--- src/rtl/kbdmus_spi_rx.sv ---
// SPI receiver for AVR keyboard/mouse frames: decodes a command byte, then loads kbd_out or mus_out with a strobe.
// Joystick command 0x30 is enabled by defining KBDMUS_RX_KJOY_EN.
module kbdmus_spi_rx (
   input  logic        fclk,
   input  logic        rst_n,
   input  logic        spics_n,
   input  logic        spick,
   input  logic        spido,
   output logic [39:0] kbd_out,
   output logic        kbd_stb,
   output logic [7:0]  mus_out,
   output logic        mus_xstb,
   output logic        mus_ystb,
   output logic        mus_btnstb,
   output logic        kj_stb
);

   localparam int unsigned BYTE_W   = 8;
   localparam int unsigned SHADOW_W = 32;

   localparam logic [2:0] ST_IDLE = 3'd0;
   localparam logic [2:0] ST_CMD  = 3'd1;
   localparam logic [2:0] ST_KBD  = 3'd2;
   localparam logic [2:0] ST_MUS  = 3'd3;
   localparam logic [2:0] ST_SKIP = 3'd4;

   localparam logic [1:0] TGT_X   = 2'd0;
   localparam logic [1:0] TGT_Y   = 2'd1;
   localparam logic [1:0] TGT_BTN = 2'd2;
`ifdef KBDMUS_RX_KJOY_EN
   localparam logic [1:0] TGT_KJ  = 2'd3;
`endif

   logic              cs_s1, cs_s2, cs_h;
   logic              ck_s1, ck_s2, ck_h;
   logic              do_s1, do_s2;
   logic [2:0]        fill;
   logic              armed;
   logic              cs_fall, ck_rise;

   logic              rise_q, mosi_q, done, byte_rdy;
   logic [BYTE_W-1:0] sr;
   logic [2:0]        cnt;

   logic [2:0]          state, state_nxt;
   logic [2:0]          kidx, kidx_nxt;
   logic [1:0]          tgt, tgt_nxt;
   logic [SHADOW_W-1:0] shadow, shadow_nxt;
   logic [39:0]         kbd_out_nxt;
   logic [7:0]          mus_out_nxt;
   logic                kbd_stb_nxt, mus_xstb_nxt, mus_ystb_nxt, mus_btnstb_nxt;
`ifdef KBDMUS_RX_KJOY_EN
   logic                kj_stb_nxt;
`endif

   // Synchronizers; armed blocks a false CS falling edge seen while the chain refills after reset
   always_ff @(posedge fclk or negedge rst_n) begin
      if (!rst_n) begin
         cs_s1 <= 1'b1;
         cs_s2 <= 1'b1;
         cs_h  <= 1'b1;
         ck_s1 <= 1'b0;
         ck_s2 <= 1'b0;
         ck_h  <= 1'b0;
         do_s1 <= 1'b0;
         do_s2 <= 1'b0;
         fill  <= 3'b000;
         armed <= 1'b0;
      end else begin
         cs_s1 <= spics_n;
         cs_s2 <= cs_s1;
         cs_h  <= cs_s2;
         ck_s1 <= spick;
         ck_s2 <= ck_s1;
         ck_h  <= ck_s2;
         do_s1 <= spido;
         do_s2 <= do_s1;
         fill  <= {fill[1:0], 1'b1};
         if (fill[2] && cs_h)
            armed <= 1'b1;
      end
   end

   assign cs_fall = cs_h & ~cs_s2;
   assign ck_rise = ck_s2 & ~ck_h & ~cs_s2;

   // Byte assembly; fixed pipeline depth keeps strobe latency constant
   always_ff @(posedge fclk or negedge rst_n) begin
      if (!rst_n) begin
         rise_q   <= 1'b0;
         mosi_q   <= 1'b0;
         sr       <= '0;
         cnt      <= 3'd0;
         done     <= 1'b0;
         byte_rdy <= 1'b0;
      end else if (cs_s2) begin
         rise_q   <= 1'b0;
         cnt      <= 3'd0;
         done     <= 1'b0;
         byte_rdy <= 1'b0;
      end else begin
         rise_q   <= ck_rise;
         mosi_q   <= do_s2;
         done     <= 1'b0;
         byte_rdy <= done;
         if (rise_q) begin
            sr   <= {sr[BYTE_W-2:0], mosi_q};
            cnt  <= cnt + 3'd1;
            done <= (cnt == 3'd7);
         end
      end
   end

   // Frame decoder next-state and output computation
   always_comb begin
      state_nxt      = state;
      kidx_nxt       = kidx;
      tgt_nxt        = tgt;
      shadow_nxt     = shadow;
      kbd_out_nxt    = kbd_out;
      mus_out_nxt    = mus_out;
      kbd_stb_nxt    = 1'b0;
      mus_xstb_nxt   = 1'b0;
      mus_ystb_nxt   = 1'b0;
      mus_btnstb_nxt = 1'b0;
`ifdef KBDMUS_RX_KJOY_EN
      kj_stb_nxt     = 1'b0;
`endif
      if (cs_s2) begin
         state_nxt  = ST_IDLE;
         kidx_nxt   = 3'd0;
         shadow_nxt = '0;
      end else begin
         case (state)
            ST_IDLE: begin
               if (cs_fall && armed)
                  state_nxt = ST_CMD;
            end
            ST_CMD: begin
               if (byte_rdy) begin
                  case (sr)
                     8'h10: begin
                        state_nxt = ST_KBD;
                        kidx_nxt  = 3'd0;
                     end
                     8'h20: begin
                        state_nxt = ST_MUS;
                        tgt_nxt   = TGT_X;
                     end
                     8'h21: begin
                        state_nxt = ST_MUS;
                        tgt_nxt   = TGT_Y;
                     end
                     8'h22: begin
                        state_nxt = ST_MUS;
                        tgt_nxt   = TGT_BTN;
                     end
`ifdef KBDMUS_RX_KJOY_EN
                     8'h30: begin
                        state_nxt = ST_MUS;
                        tgt_nxt   = TGT_KJ;
                     end
`endif
                     default: state_nxt = ST_SKIP;
                  endcase
               end
            end
            ST_KBD: begin
               if (byte_rdy) begin
                  case (kidx)
                     3'd0: shadow_nxt[7:0]   = sr;
                     3'd1: shadow_nxt[15:8]  = sr;
                     3'd2: shadow_nxt[23:16] = sr;
                     3'd3: shadow_nxt[31:24] = sr;
                     default: begin
                        kbd_out_nxt = {sr, shadow};
                        kbd_stb_nxt = 1'b1;
                        shadow_nxt  = '0;
                        state_nxt   = ST_SKIP;
                     end
                  endcase
                  kidx_nxt = kidx + 3'd1;
               end
            end
            ST_MUS: begin
               if (byte_rdy) begin
                  mus_out_nxt = sr;
                  state_nxt   = ST_SKIP;
                  case (tgt)
                     TGT_X:   mus_xstb_nxt   = 1'b1;
                     TGT_Y:   mus_ystb_nxt   = 1'b1;
                     TGT_BTN: mus_btnstb_nxt = 1'b1;
                     default: begin
`ifdef KBDMUS_RX_KJOY_EN
                        kj_stb_nxt = 1'b1;
`endif
                     end
                  endcase
               end
            end
            ST_SKIP: state_nxt = ST_SKIP;
            default: state_nxt = ST_IDLE;
         endcase
      end
   end

   always_ff @(posedge fclk or negedge rst_n) begin
      if (!rst_n) begin
         state      <= ST_IDLE;
         kidx       <= 3'd0;
         tgt        <= TGT_X;
         shadow     <= '0;
         kbd_out    <= 40'h0;
         mus_out    <= 8'hFF;
         kbd_stb    <= 1'b0;
         mus_xstb   <= 1'b0;
         mus_ystb   <= 1'b0;
         mus_btnstb <= 1'b0;
      end else begin
         state      <= state_nxt;
         kidx       <= kidx_nxt;
         tgt        <= tgt_nxt;
         shadow     <= shadow_nxt;
         kbd_out    <= kbd_out_nxt;
         mus_out    <= mus_out_nxt;
         kbd_stb    <= kbd_stb_nxt;
         mus_xstb   <= mus_xstb_nxt;
         mus_ystb   <= mus_ystb_nxt;
         mus_btnstb <= mus_btnstb_nxt;
      end
   end

`ifdef KBDMUS_RX_KJOY_EN
   always_ff @(posedge fclk or negedge rst_n) begin
      if (!rst_n)
         kj_stb <= 1'b0;
      else
         kj_stb <= kj_stb_nxt;
   end
`else
   assign kj_stb = 1'b0;
`endif

endmodule

--- config.mk ---
export PLATFORM = sky130hd
export DESIGN_NAME = kbdmus_spi_rx
export DESIGN_NICKNAME = d
export VERILOG_FILES = /design/src/rtl/kbdmus_spi_rx.sv
export SDC_FILE = /design/constraint.sdc
export NUM_CORES = 1
export LEC_CHECK = 0
export CAP_MARGIN = 5
export CORE_AREA = 2 2 148 121
export CTS_CLUSTER_DIAMETER = 150
export DETAILED_ROUTE_END_ITERATION = 10
export DIE_AREA = 0 0 150 123
export SYNTH_ARGS = -nofsm -noshare
export SYNTH_HDL_FRONTEND = slang
export SYNTH_SLANG_ARGS = --single-unit
--- constraint.sdc ---
create_clock -name fclk -period 5.5 [get_ports fclk]
set_clock_uncertainty 0.2 [all_clocks]
set_input_delay 0.55 -clock fclk [delete_from_list [all_inputs] [get_ports fclk]]
set_output_delay 0.55 -clock fclk [all_outputs]
set_load 0.005 [all_outputs]
-- Word level (Yosys, flattened, before mapping)
Cells that the tools add are included.
- bitwise operators: 6
- equality and inequality tests: 24
- multiplexer cells: 43
- add/subtract/negate cells: 2
- reductions and logical operators: 26
- operators with widths (kind ; count):
    32-bit 2-to-1 mux ; 3
    8-bit one-hot mux with 2 select lines ; 4
    3-bit 2-to-1 mux ; 12
    8-bit by 6-bit == test with 1-bit output, second input constant ; 3
    1-bit 2-to-1 mux ; 20
    3-bit != test, second input constant ; 6
    3-bit one-hot mux with 5 select lines ; 1
    3-bit AND reduction ; 5
    3-bit OR reduction ; 5
    3-bit by 2-bit == test with 1-bit output, second input constant ; 4
    3-bit one-hot mux with 2 select lines ; 2
    4-bit AND reduction ; 3
    8-bit by 5-bit == test with 1-bit output, second input constant ; 1
    2-bit by 1-bit != test with 1-bit output, second input constant ; 4
    3-bit by 1-bit adder with 3-bit output, second input constant ; 2
    3-bit by 1-bit == test with 1-bit output, second input constant ; 2
    3-bit == test, second input constant ; 2
    3-bit zero test ; 2
    2-bit one-hot mux with 3 select lines ; 1
    2-bit nonzero test ; 3
    3-bit nonzero test ; 2
    5-bit AND reduction ; 1
    4-bit OR reduction ; 1
    1-bit AND ; 3
    6 further kinds ; 9
- input port bits: 5
- word-level logic and storage cells: 130
- register bits after elaboration: 119

-- Logic depth before layout (Yosys ltp)
Gate-level depths: netlist of the first run.
- depth after elaboration: 6
- mapped depth: 8

-- Worst setup path before layout of the first run
Ideal clock, no wire load.
- path type: register to register
- start point: register kidx[0]
- end point: register kbd_out[0]
- cell stages (with the launch flop): 7
- setup slack: 3.334 ns
- required time: 5.175 ns
- arrival: 1.841 ns
- setup time: 0.125 ns
- cells stage by stage: dfrtp_1 ha_1 ha_1 nor4_2 o21a_4 buf_12 mux2_4
- cells in the longest elaborated chain, start to end: 4
- RTL lines (element ; RTL line ; source):
    start: declaration ; 46 ; logic [2:0] kidx, kidx_nxt;
    start signal: assignment ; 221 ; kidx <= kidx_nxt;
    3-bit by 2-bit == test with 1-bit output (tied with other cells) ; 170 ; case (kidx)
    4-bit OR reduction (no line) * ; n/a ;
    1-bit NOT (no line) * ; n/a ;
    4-bit AND reduction (no line) * ; n/a ;
    end signal: assignment ; 224 ; kbd_out <= kbd_out_nxt;
    end: declaration ; 9 ; output logic [39:0] kbd_out,
Mark *: on every way between the ends. The rest lies on a longest branch, timed or not.
A chain may end at the register's enable or synchronous reset.

-- Final worst setup path of the first run
- start point: register kidx[0]
- end point: register kbd_out[39]
The elaborated chain is that of the path after synthesis.

==> results.md, run 1 <==
Run status:
- The run finished with clean final reports.

STA:
- Setup repair after global routing left no endpoint under its margin.
- Setup violations remaining at the end of the flow were counted as 0.
- The number of max-slew violations in the final report is 0.
- The number of hold violations in the final report is 0.
- Measured against its own limit, the worst slew margin works out to 0.307.
- The worst-case setup margin in the final layout is 2.81 ns.
- The worst path needs 2.69 ns of the cycle, external delays included.
- The pin slew with the least headroom to its limit is 1.04 ns.
- Hold timing on the final database bottoms out at a slack of 0.120 ns.
- For this run, the top clock speed supported by timing is 372 MHz.
- The final setup TNS is 0 ns.
- Of the available clock period, the critical path in the final layout requires 0.488.

Logic synthesis:
- The portion of the post-synthesis area used by sequential elements is 0.599.
- Synthesis instantiated 48 different standard cells from the library.
- The mapped netlist covers 4990 µm².
- In the synthesized netlist the dominant register cell turns out to be sky130_fd_sc_hd__dfrtp_1.
- A synthesized cell averages 14.1 µm².
- The share of the synthesized area in the top cell type is 0.541.
- Of all flip-flops after synthesis, the portion carrying an async set or reset was 1.00.
- The number of instances in the synthesized netlist is 354.
- The library cell with the largest summed area after synthesis is sky130_fd_sc_hd__dfrtp_1.
- The register bit total from synthesis is 119.
- For this run, the number of Yosys warnings is 0.
- Sorting the synthesized cells by area gives the leading types as sky130_fd_sc_hd__dfrtp_1 54%, sky130_fd_sc_hd__mux2_4 12%, sky130_fd_sc_hd__dfstp_2 5.8%.
- The number of synthesized flops with an enable pin is 0.
- The net count after synthesis is 366.

Global routing:
- Global routing finished with a remaining overflow of 0.
- The number of antenna violations at the first check in global routing is 0.
- The wire length of the first global-routing pass is 15800 µm.
- The pin count of the biggest net entering global routing is 84.
- For this run, the total global-route usage over all layers was measured as 0.114.
- The via count of the first global-routing pass is 2937.

Finish:
- 0 antenna diodes ended up in the layout.
- The footprint of the flip-flops and latches is 2990 µm².
- Summing all multi-input logic gate instances after layout gives 1810 µm².
- The layout cell share with drive strength beyond 1 is 0.258.
- Compared with the post-synthesis result, the final layout area differs by 25.5%.
- Leaving out fill and tap cells, the most frequent cells in the layout are 108 x sky130_fd_sc_hd__dfrtp_1, 55 x sky130_fd_sc_hd__clkdlybuf4s50_1, 39 x sky130_fd_sc_hd__nand2_1, 39 x sky130_fd_sc_hd__mux2_4, 34 x sky130_fd_sc_hd__o31ai_1.
- The end-of-flow core utilization is 0.369.
- Leaving out fill and tap cells, the most frequent cell in the layout is sky130_fd_sc_hd__dfrtp_1.
- The net total in the final layout is 422.
- The filler cells instantiated in the layout total 1634.

Clocking:
- The clock slew at the register clock pins of the worst setup and hold paths is 0.06 ns.
- The tree built by TritonCTS fans out to 119 sinks.
- CTS built an H-tree with a depth of 4.
- The maximum number of buffers from clock root to sink is 2.
- The number of buffers inserted during clock tree synthesis is 17.
- The number of hold-repair buffers added at the cts stage is 0.
- The later pin in the worst-skew pair is clocked with a latency of 0.41 ns.
- In this run the post-CTS setup repair buffer count came out at 0.
- TritonCTS built the clock tree.
- The post-cts repair resize count is 0.
- CTS placed an instance of sky130_fd_sc_hd__clkbuf_16 at the clock tree root.

Worst setup path:
- Traced cell by cell, the critical path runs through ha_1 > ha_1 > nor4_2 > o21a_4 > mux2_1.
- The largest single stage delay on the critical path is 0.73 ns.
- In this run the worst path has a maximum fanout of 41.
- The dominant delay contributor by cell family on the critical path is compound AO/OA/AOI/OAI gates.
- For the worst setup path, the data arrival time is 2.77 ns.
- Among all stages on the critical path, the largest delay is contributed by sky130_fd_sc_hd__o21a_4.
- The kind of end point of the critical path is a flip-flop.
- STA classifies the critical path startpoint as a flip-flop.
- The combined buffer and inverter count along the critical path is 0.
- The type of the worst setup path is reg -> reg.
- The worst register-to-register path has a setup slack of 2.81 ns.
- The cell repeated most along the worst path is sky130_fd_sc_hd__ha_1.
- At the worst endpoint, the required time is 5.59 ns.

Power and ir drop:
- The share of power burned in registers is 0.442.
- The worst-case IR drop observed on VDD is 0.218 mV.
- Internal power comes to 1.60 mW.
- The proportion of power drawn by combinational gates is 0.040.
- The overall power is 2.12 mW.
- In this run the power spent charging and discharging nets is 0.517 mW.
- Of the total power, the clock network draws 0.518.
- The cell leakage power is 2.72 nW.
- The switching share of power is 0.244.
- In this run the power density over the cells is 339 nW/µm².

Routing:
- Dividing the detail-routed wire length by the instance count gives 15.0 µm.
- After detailed routing, the number of vias per cell comes to 4.44.
- For this block, the initial DRC count from the detailed router was 161.
- In the routed design, unresolved DRC markers number 0.
- Summed over all layers, the routed wires come to 9730 µm.
- The remaining antenna violation count after routing is 0.
- The count of TritonRoute iterations in the first routing pass is 4.
- The total via count after detailed routing is 2879.

Floorplan:
- The floorplan has 43 rows.
- The region available for standard cell placement spans 17000 µm².
- The die width is 150 µm.
- The initial utilization of the core area, before any placement, comes to 0.294.
- The number of top-level design ports is 58.
- The die is 123 µm tall.
- The floorplan step defined a die boundary enclosing 18500 µm².

Placed design:
- The pre-CTS setup slack is 2.80 ns.
- The final estimated routing congestion in global placement is 0.735.
- The half-perimeter wire length after detailed placement is 6250 µm.
- The count of buffers added on input and output ports is 56.

Job:
- The max-cap violation count is 0.

Min path:
- The path class of the tightest hold or removal check is in -> async.
[cell families after synthesis]
group,after synthesis,share of synthesized area
and+or+nand+nor,88,0.0939
xor gates and xnor gates,1,0.00175
adders and majority gates,7,0.0175
buffers and inverters,27,0.0393
muxes,58,0.160
AOI/OAI and AO/OA,52,0.0874
DFF,119,0.599
other,2,0.00150
[power groups by stage]
stage | logic (mW) | registers [mW] | clock network, mW
5_1_grt | 0.0944 | 0.942 | 1.16
3_3_place_gp | 0.0821 | 0.953 | 0
2_1_floorplan | 0.0571 | 0.933 | 0
6_report | 0.0844 | 0.938 | 1.10
3_5_place_dp | 0.0846 | 0.954 | 0
4_1_cts | 0.0862 | 0.938 | 1.13
[cell usage after synthesis (all sizes together) (3+ instances only)]
cell / instances
dfstp: 11
nor3b: 4
clkbuf: 5
ha: 7
nand4: 3
dfrtp: 108
nor2: 10
buf: 15
o31ai: 35
o21ai: 3
mux2: 56
nor2b: 4
nor3: 4
nand2b: 12
inv: 6
nand2: 39
[final cells by class]
type,instances,area share
clock inverters,15,0.0272
inverters,7,0.00419
flip-flops and latches,119,0.477
multi-input cells,208,0.288
repair buffers,57,0.0902
clock buffers,17,0.0679
well taps,225,0.0449
[sequential cells by signal, indices dropped and copies added (netlist names), 2 cells and up]
register  cells
fill          3
sr            8
tgt           2
cnt           3
kidx          3
shadow       32
state         3
mus_out       8
kbd_out      40
[per-layer routing]
metal | vias to the layer above | routed length, µm | GRT usage
met2 | 59 | 4570 | 0.173
met4 | 0 | 144 | 0.0601
met1 | 1438 | 4580 | 0.148
li1 | 1369 | - | -
met3 | 13 | 441 | 0.0321
met5 | - | 0 | 0
[per-stage QoR]
step | std cells | instance area, µm²
finish | 648 | 6270
global placement | 616 | 5670
detailed placement | 616 | 5670
floorplan | 354 | 4990
CTS | 648 | 6270
global route | 648 | 6270
[worst paths after layout]
| check | start | cells after the start | endpoint |
|---|---|---|---|
| hold / removal | rst_n | 1 | do_s1$_DFF_PN0_ |
| max in group asynchronous | rst_n | 2 | mus_out[5]$_DFFE_PN1P_ |
| setup reg to reg | kidx[0]$_DFFE_PN0P_ | 5 | kbd_out[39]$_DFFE_PN0P_ |
| setup / recovery | kidx[0]$_DFFE_PN0P_ | 5 | kbd_out[39]$_DFFE_PN0P_ |
| hold reg to reg | do_s1$_DFF_PN0_ | 0 | do_s2$_DFF_PN0_ |
| min in group fclk | do_s1$_DFF_PN0_ | 0 | do_s2$_DFF_PN0_ |
(Power assumes the default switching activity.)
==> run 2, diff against run 1 <==
- clock period: 5.5 -> 2.4 ns (I/O delays scaled with it)
==> run 2 against run 1 <==
Setup slack worse by 2.7 ns. Register-to-register slack worse by 2.7 ns. Sequential share of layout area is 0.77 points lower. Maximum frequency is 19% higher. Sequential power is 130% higher. Highest routed layer unchanged. Count of clock-buffer cells in the layout is 3 higher.
==> results.md, run 2 (synthesis results as in run 1) <==
Placed design:
- The final estimated routing congestion in global placement is 0.748 (was 0.735).
- The pre-CTS setup slack is 0.0970 ns (was 2.80 ns).
- The cell area after placement came to 5800 µm² (was 5670 µm²).
- The number of placed instances with taps included is 628 (was 616).
- The half-perimeter wire length after detailed placement was 6680 µm (was 6250 µm).
- The number of I/O port buffers is 56 (unchanged).

Finish:
- The net total in the final layout is 435 (was 422).
- The cell area after layout is 6370 µm² (was 6270 µm²).
- Highest-count cells in the layout ignoring fill and taps: 108 x sky130_fd_sc_hd__dfrtp_1, 55 x sky130_fd_sc_hd__clkdlybuf4s50_1, 39 x sky130_fd_sc_hd__nand2_1, 39 x sky130_fd_sc_hd__mux2_4, 34 x sky130_fd_sc_hd__o31ai_1 (unchanged).
- The layout cell share with drive strength beyond 1 is 0.273 (was 0.258).
- The most common cell after layout, fill and taps aside is sky130_fd_sc_hd__dfrtp_1 (unchanged).
- The number of antenna cells inserted was 0 (unchanged).
- The number of fillers in the final layout is 1631 (was 1634).
- The flip-flop count of the largest register after layout is 40 (unchanged).
- The area overhead of the layout relative to synthesis came to 27.5% (was 25.5%).
- The register with the most flip-flops was kbd_out (unchanged).
- Registers with the most flip-flops: kbd_out (40), shadow (32) (unchanged).
- The non-filler instance count after layout is 661 (was 648).
- The end-of-flow core utilization was 0.375 (was 0.369).

Power and ir drop:
- The power density over the cells came to 739 nW/µm² (was 339 nW/µm²).
- The largest vdd supply drop was 0.564 mV (was 0.218 mV).
- The cell leakage power came to 2.79 nW (was 2.72 nW).

Worst setup path:
- The kind of end point of the critical path is a flip-flop (unchanged).
- The combined buffer and inverter count along the critical path is 1 (was 0).
- The dominant delay contributor by cell family on the critical path is adder cells (was compound AO/OA/AOI/OAI gates).
- The maximum fanout encountered on the critical timing path is 11 (was 41).
- The register-to-register setup slack is 0.14 ns (was 2.81 ns).
- Series of cell instances along the critical path: ha_1 > ha_1 > nor4_4 > o21a_4 > buf_4 > mux2_1 (was ha_1 > ha_1 > nor4_2 > o21a_4 > mux2_1).
- The reg-to-reg critical path startpoint was kidx[0]$_DFFE_PN0P_ (unchanged).
- The data required time at the worst endpoint is 2.50 ns (was 5.59 ns).
- The cell type of the slowest stage on the worst timing path is sky130_fd_sc_hd__dfrtp_1 (was sky130_fd_sc_hd__o21a_4).
- The critical path launch point type is a flip-flop (unchanged).
- The worst setup path startpoint is kidx[0]$_DFFE_PN0P_ (unchanged).
- The worst endpoint data arrival time is 2.36 ns (was 2.77 ns).
- The reg-to-reg critical path endpoint is kbd_out[39]$_DFFE_PN0P_ (unchanged).
- The cell repeated most along the worst path is sky130_fd_sc_hd__ha_1 (unchanged).
- The maximum single-stage delay on the critical path is 0.42 ns (was 0.73 ns).
- The cell count of the worst reg-to-reg path is 6 (was 5).
- The type of the worst setup path is reg -> reg (unchanged).

Routing:
- The sum of routed wire segments on met1 is 4710 µm (was 4580 µm).
- The remaining antenna violation count after routing is 0 (unchanged).
- The count of routing violations after the opening detailed-route iteration is 152 (was 161).
- The detailed-route DRC error count is 0 (unchanged).
- The final routed wirelength across all metal layers came to 10100 µm (was 9730 µm).
- The top layer used by detailed routing was met4 (unchanged).
- The ratio of routed vias to standard cells was 4.52 (was 4.44).
- The total via count after detailed routing is 2985 (was 2879).
- The detail-routed net length per standard cell came to 15.3 µm (was 15.0 µm).
- The count of TritonRoute iterations in the first routing pass is 4 (unchanged).
- The met2 layer wire length in the routed design came to 4740 µm (was 4570 µm).
- The total length of routed met3 wires came to 515 µm (was 441 µm).

STA:
- The worst-case setup margin in the final layout is 0.138 ns (was 2.81 ns).
- Setup repair after global routing missed its margin: no (unchanged).
- The time the final worst path needs with I/O delays and setup is 2.26 ns (was 2.69 ns).
- The pin slew with the least headroom to its limit is 0.619 ns (was 1.04 ns).
- The tightest slew margin relative to the limit is 0.587 (was 0.307).
- The post-route fraction of the period consumed by the critical path came to 0.942 (was 0.488).
- The final setup violation count is 0 (unchanged).
- The final setup TNS is 0 ns (unchanged).
- The number of max-slew violations in the final report is 0 (unchanged).
- The timing-limited maximum frequency came to 442 MHz (was 372 MHz).
- The number of hold violations in the final report is 0 (unchanged).

Min path:
- The endpoint of the worst hold path is cs_s1$_DFF_PN1_.
- The launch instance of the worst min-delay path is spics_n.
- The type of the tightest min-delay check was in -> reg (was in -> async).
- Along the worst hold path, the cell count comes to 1.

Floorplan:
- The site row count is 43 (unchanged).
- The vertical die dimension was 123 µm (unchanged).
- The die width was 150 µm (unchanged).
- The initial standard-cell utilization of the core is 0.294 (unchanged).
- The number of top-level design ports was 58 (unchanged).
- The placeable core region is 17000 µm² (unchanged).
- The floorplan die area is 18500 µm² (unchanged).

Clocking:
- The clock slew at the register clock pins of the worst setup and hold paths was 0.06 ns (about the same).
- The H-tree depth is 4 (unchanged).
- The number of buffers inserted during clock tree synthesis is 17 (unchanged).
- The root buffer selected by CTS is sky130_fd_sc_hd__clkbuf_16 (unchanged).
- The clock latency on the worst-skew pair is 0.42 ns (was 0.41 ns).
- The post-CTS setup buffer count was 0 (unchanged).
- The maximum number of buffers from clock root to sink is 2 (unchanged).
- The TritonCTS clock tree is yes (unchanged).
- The clock sink count is 119 (unchanged).

Global routing:
- The pin count of the biggest net entering global routing is 64 (was 84).
- The global router's overall resource usage is 0.121 (was 0.114).
- The wire length of the first global-routing pass is 16800 µm (was 15800 µm).
- The number of antenna violations at the first check in global routing was 0 (unchanged).
- The total global routing overflow came to 0 (unchanged).
- The via count of the first global-routing pass is 3108 (was 2937).

Job:
- The max-cap violation count is 0 (unchanged).

Run status:
- Result of the run: finished clean (unchanged).
==> run 2: changes by cell type in the layout (fill, tap and decap cells not counted), moves of 2 or more <==
cell | before | now
sky130_fd_sc_hd__buf_4 | 2 | 11
sky130_fd_sc_hd__clkinv_2 | 0 | 5
sky130_fd_sc_hd__inv_6 | 4 | 0
sky130_fd_sc_hd__buf_12 | 0 | 3
sky130_fd_sc_hd__clkinvlp_4 | 5 | 2
sky130_fd_sc_hd__clkbuf_1 | 0 | 2
==> run 2: power by group <==
group | internal [mW] | switching [mW]
sequential | 2.06 | 0.0718
combinational | 0.0769 | 0.144
clock | 1.44 | 0.910
==> run 2: metrics by stage <==
stage / power (mW) / hold WS (ns)
floorplan: 2.27 / -0.256
global placement: 2.39 / 0.0411
detailed placement: 2.40 / 0.0565
CTS: 4.77 / 0.0179
global route: 4.92 / 0.0280
finish: 4.71 / 0.0393
==> run 2: how the worst max path moves through the flow <==
stage	endpoint	cells past startpoint
final	kbd_out[39]$_DFFE_PN0P_	6
after global routing	kbd_out[39]$_DFFE_PN0P_	6
after CTS	kbd_out[39]$_DFFE_PN0P_	6
after detailed placement	kbd_out[39]$_DFFE_PN0P_	6
after global placement	kbd_out[39]$_DFFE_PN0P_	6
after floorplan	kbd_out[0]$_DFFE_PN0P_	6
==> run 2: per-layer routing <==
metal,vias up,track usage
met2,70,0.181
met5,-,0
li1,1397,-
met1,1508,0.162
met3,10,0.0406
met4,0,0.0478
==> run 2: worst reg2reg max path: stages, from the launching register on <==
cell	delay, ns
sky130_fd_sc_hd__dfrtp_1	0.42
sky130_fd_sc_hd__ha_1	0.22
sky130_fd_sc_hd__ha_1	0.23
sky130_fd_sc_hd__nor4_4	0.27
sky130_fd_sc_hd__o21a_4	0.22
sky130_fd_sc_hd__buf_4	0.24
sky130_fd_sc_hd__mux2_1	0.34
==> run 2: timing repair <==
item                                   4_1_cts  5_1_grt
hold buffers                                 1        0
setup endpoints to repair                    0        1
endpoints found under the hold margin       39        0
resized for setup                            0        1
==> run 2: area by class of cell <==
class                   instances  area, µm²  share of cell area
inverters                       7       26.3             0.00412
multi-input cells             208       1820               0.285
well taps                     225        282              0.0442
flip-flops and latches        119       2990               0.470
clock buffers                  20        447              0.0701
clock inverters                12        105              0.0165
repair buffers                 70        703               0.110
==> run 3, diff against run 2 <==
- CORE_AREA: 2 2 148 121 -> 2 2 115 95
- CTS_CLUSTER_DIAMETER: 150 -> 80
- DIE_AREA: 0 0 150 123 -> 0 0 117 97
- PLACE_DENSITY: not set -> 0.74
==> run 3 against run 2 <==
Hold slack worse by 0.0023 ns. Sequential cell count did not move. Non-clock buffer count shrank 2. Clock power rose by 17%. Register-to-register slack lost 0.06 ns. Critical path depth unchanged. Setup slack worse by 0.057 ns. Utilization grew 25 points. Via count is 1.6% lower. Design area shrank 0.61%. First-iteration DRC count is 12% lower. Critical endpoint is now kbd_out[18]$_DFFE_PN0P_. Largest power group unchanged.
==> results.md, run 3 (synthesis results as in run 1) <==
Floorplan:
- The number of top-level design ports was 58 (unchanged).
- The site row count was 33 (was 43).
- The vertical die dimension is 97 µm (was 123 µm).
- The die width is 117 µm (was 150 µm).
- The initial standard-cell utilization of the core was 0.494 (was 0.294).
- The placeable core region is 10100 µm² (was 17000 µm²).
- The floorplan die area is 11300 µm² (was 18500 µm²).

Worst setup path:
- The cell type of the slowest stage on the worst timing path is sky130_fd_sc_hd__dfrtp_1 (unchanged).
- The register-to-register setup slack is 0.08 ns (was 0.14 ns).
- The type of the worst setup path is reg -> reg (unchanged).
- The maximum fanout encountered on the critical timing path is 18 (was 11).
- The kind of end point of the critical path is a flip-flop (unchanged).
- The critical path launch point type is a flip-flop (unchanged).
- The maximum single-stage delay on the critical path was 0.42 ns (about the same).
- Series of cell instances along the critical path: ha_1 > ha_1 > nor4_2 > o21a_4 > buf_12 > mux2_4 (was ha_1 > ha_1 > nor4_4 > o21a_4 > buf_4 > mux2_1).
- The cell count of the worst reg-to-reg path is 6 (unchanged).
- The data required time at the worst endpoint is 2.49 ns (was 2.50 ns).
- The worst endpoint data arrival time is 2.41 ns (was 2.36 ns).
- The cell repeated most along the worst path is sky130_fd_sc_hd__ha_1 (unchanged).

Placed design:
- The final estimated routing congestion in global placement is 0.809 (was 0.748).
- The number of I/O port buffers is 56 (unchanged).
- The half-perimeter wire length after detailed placement is 6090 µm (was 6680 µm).
- The cell area after placement is 5680 µm² (was 5800 µm²).

Finish:
- The area overhead of the layout relative to synthesis is 26.8% (was 27.5%).
- Highest-count cells in the layout ignoring fill and taps: 108 x sky130_fd_sc_hd__dfrtp_1, 55 x sky130_fd_sc_hd__clkdlybuf4s50_1, 39 x sky130_fd_sc_hd__nand2_1, 39 x sky130_fd_sc_hd__mux2_4, 34 x sky130_fd_sc_hd__o31ai_1 (unchanged).
- The cell area after layout came to 6330 µm² (was 6370 µm²).
- The number of antenna cells inserted is 0 (unchanged).
- Registers with the most flip-flops: kbd_out (40), shadow (32) (unchanged).
- The layout cell share with drive strength beyond 1 is 0.269 (was 0.273).
- The number of fillers in the final layout was 764 (was 1631).
- The most common cell after layout, fill and taps aside is sky130_fd_sc_hd__dfrtp_1 (unchanged).
- The net total in the final layout came to 433 (was 435).
- The flip-flop count of the largest register after layout is 40 (unchanged).
- The end-of-flow core utilization is 0.626 (was 0.375).
- The area taken by multi-input logic gates came to 1810 µm² (was 1820 µm²).
- The footprint of the flip-flops and latches is 2990 µm² (unchanged).
- The register with the most flip-flops is kbd_out (unchanged).

STA:
- The timing-limited maximum frequency came to 431 MHz (was 442 MHz).
- The final setup violation count is 0 (unchanged).
- The tightest slew margin relative to the limit came to 0.589 (was 0.587).
- The post-route fraction of the period consumed by the critical path is 0.966 (was 0.942).
- The final setup TNS was 0 ns (unchanged).
- The pin slew with the least headroom to its limit was 0.616 ns (was 0.619 ns).
- The number of hold violations in the final report came to 0 (unchanged).
- The worst slack on hold paths is 0.0370 ns (was 0.0393 ns).
- The time the final worst path needs with I/O delays and setup is 2.32 ns (was 2.26 ns).
- The number of max-slew violations in the final report is 0 (unchanged).
- Setup repair after global routing missed its margin: no (unchanged).

Power and ir drop:
- The overall power is 5.09 mW (was 4.71 mW).
- The power density over the cells is 803 nW/µm² (was 739 nW/µm²).
- The largest vdd supply drop came to 0.774 mV (was 0.564 mV).
- The cell leakage power is 2.83 nW (was 2.79 nW).

Global routing:
- The total global routing overflow was 0 (unchanged).
- The wire length of the first global-routing pass is 15500 µm (was 16800 µm).
- The pin count of the biggest net entering global routing is 53 (was 64).
- The global router's overall resource usage is 0.182 (was 0.121).
- The number of antenna violations at the first check in global routing is 0 (unchanged).
- The via count of the first global-routing pass came to 2982 (was 3108).

Clocking:
- The maximum number of buffers from clock root to sink is 2 (unchanged).
- The post-cts repair resize count is 0 (unchanged).
- The clock latency on the worst-skew pair is 0.41 ns (was 0.42 ns).
- The TritonCTS clock tree is yes (unchanged).
- The clock sink count came to 119 (unchanged).
- The number of buffers inserted during clock tree synthesis is 17 (unchanged).
- The H-tree depth is 4 (unchanged).
- The clock slew at the register clock pins of the worst setup and hold paths was 0.05 ns (was 0.06 ns).
- The root buffer selected by CTS is sky130_fd_sc_hd__clkbuf_16 (unchanged).

Routing:
- The ratio of routed vias to standard cells is 5.13 (was 4.52).
- The remaining antenna violation count after routing was 0 (unchanged).
- The total via count after detailed routing is 2936 (was 2985).
- The count of TritonRoute iterations in the first routing pass is 4 (unchanged).
- The final routed wirelength across all metal layers was 9240 µm (was 10100 µm).
- The count of routing violations after the opening detailed-route iteration is 134 (was 152).
- The detailed-route DRC error count is 0 (unchanged).
- The detail-routed net length per standard cell was 16.1 µm (was 15.3 µm).

Min path:
- The type of the tightest min-delay check is in -> reg (unchanged).
- The number of instances on the worst hold path is 1 (unchanged).

Job:
- The max-cap violation count was 0 (unchanged).

Run status:
- Result of the run: finished clean (unchanged).
run 3: cell count changes in the layout (fill, tap and decap cells not counted):
cell                         delta
sky130_fd_sc_hd__nor4_2         +1
sky130_fd_sc_hd__clkbuf_8       +2
sky130_fd_sc_hd__clkbuf_1       -1
sky130_fd_sc_hd__clkinv_2       -2
sky130_fd_sc_hd__bufinv_16      +4
sky130_fd_sc_hd__nor4_4         -1
sky130_fd_sc_hd__clkinv_4       -4
sky130_fd_sc_hd__clkinvlp_4     -1
sky130_fd_sc_hd__buf_4          -2
run 3: worst paths after layout:
path / from / end
worst min-delay path: spics_n / cs_s1$_DFF_PN1_
worst max register to register: kidx[0]$_DFFE_PN0P_ / kbd_out[18]$_DFFE_PN0P_
worst max-delay path: kidx[0]$_DFFE_PN0P_ / kbd_out[18]$_DFFE_PN0P_
max in group asynchronous: rst_n / mus_out[1]$_DFFE_PN1P_
worst min register to register: do_s1$_DFF_PN0_ / do_s2$_DFF_PN0_
min in group asynchronous: rst_n / kbd_out[31]$_DFFE_PN0P_
run 3: cell type report:
cell class | instances | area share
flip-flops and latches | 119 | 0.473
clock buffers | 21 | 0.0743
clock inverters | 9 | 0.0273
multi-input cells | 208 | 0.285
inverters | 7 | 0.00415
repair buffers | 68 | 0.109
well taps | 140 | 0.0277
run 3: through the flow:
stage | cells | setup WS, ns
6_report | 572 | 0.0816
5_1_grt | 572 | 0.00275
4_1_cts | 572 | 0.0815
3_5_place_dp | 541 | 0.0919
3_3_place_gp | 541 | 0.167
2_1_floorplan | 354 | 0.234
run 3: repair_timing:
| item | CTS | global route |
|---|---|---|
| setup buffers | 0 | 0 |
| endpoints found under the hold margin | 39 | 0 |
| hold buffers | 1 | 0 |
run 3: per-layer routing:
layer | track usage | vias to the layer above | wire [µm]
li1 | - | 1399 | -
met1 | 0.256 | 1453 | 4430
met2 | 0.256 | 68 | 4270
met3 | 0.0670 | 16 | 396
met4 | 0.0706 | 0 | 142
met5 | 0 | - | 0
run 3: worst max-delay path, delay by kind of cell (launching register included):
| family | cells | cell delay (ns) |
|---|---|---|
| DFF | 1 | 0.42 |
| muxes | 1 | 0.32 |
| and+or+nand+nor | 1 | 0.33 |
| adders and majority gates | 2 | 0.43 |
| AOI/OAI and AO/OA | 1 | 0.28 |
| buffers and inverters | 1 | 0.21 |
run 3: where the power goes:
group	internal [mW]	switching (mW)	total [mW]	leakage (nW)
logic	0.0725	0.130	0.202	0.922
registers	2.07	0.0814	2.15	1.59
clock network	1.90	0.834	2.74	0.315
total	4.04	1.04	5.09	2.83
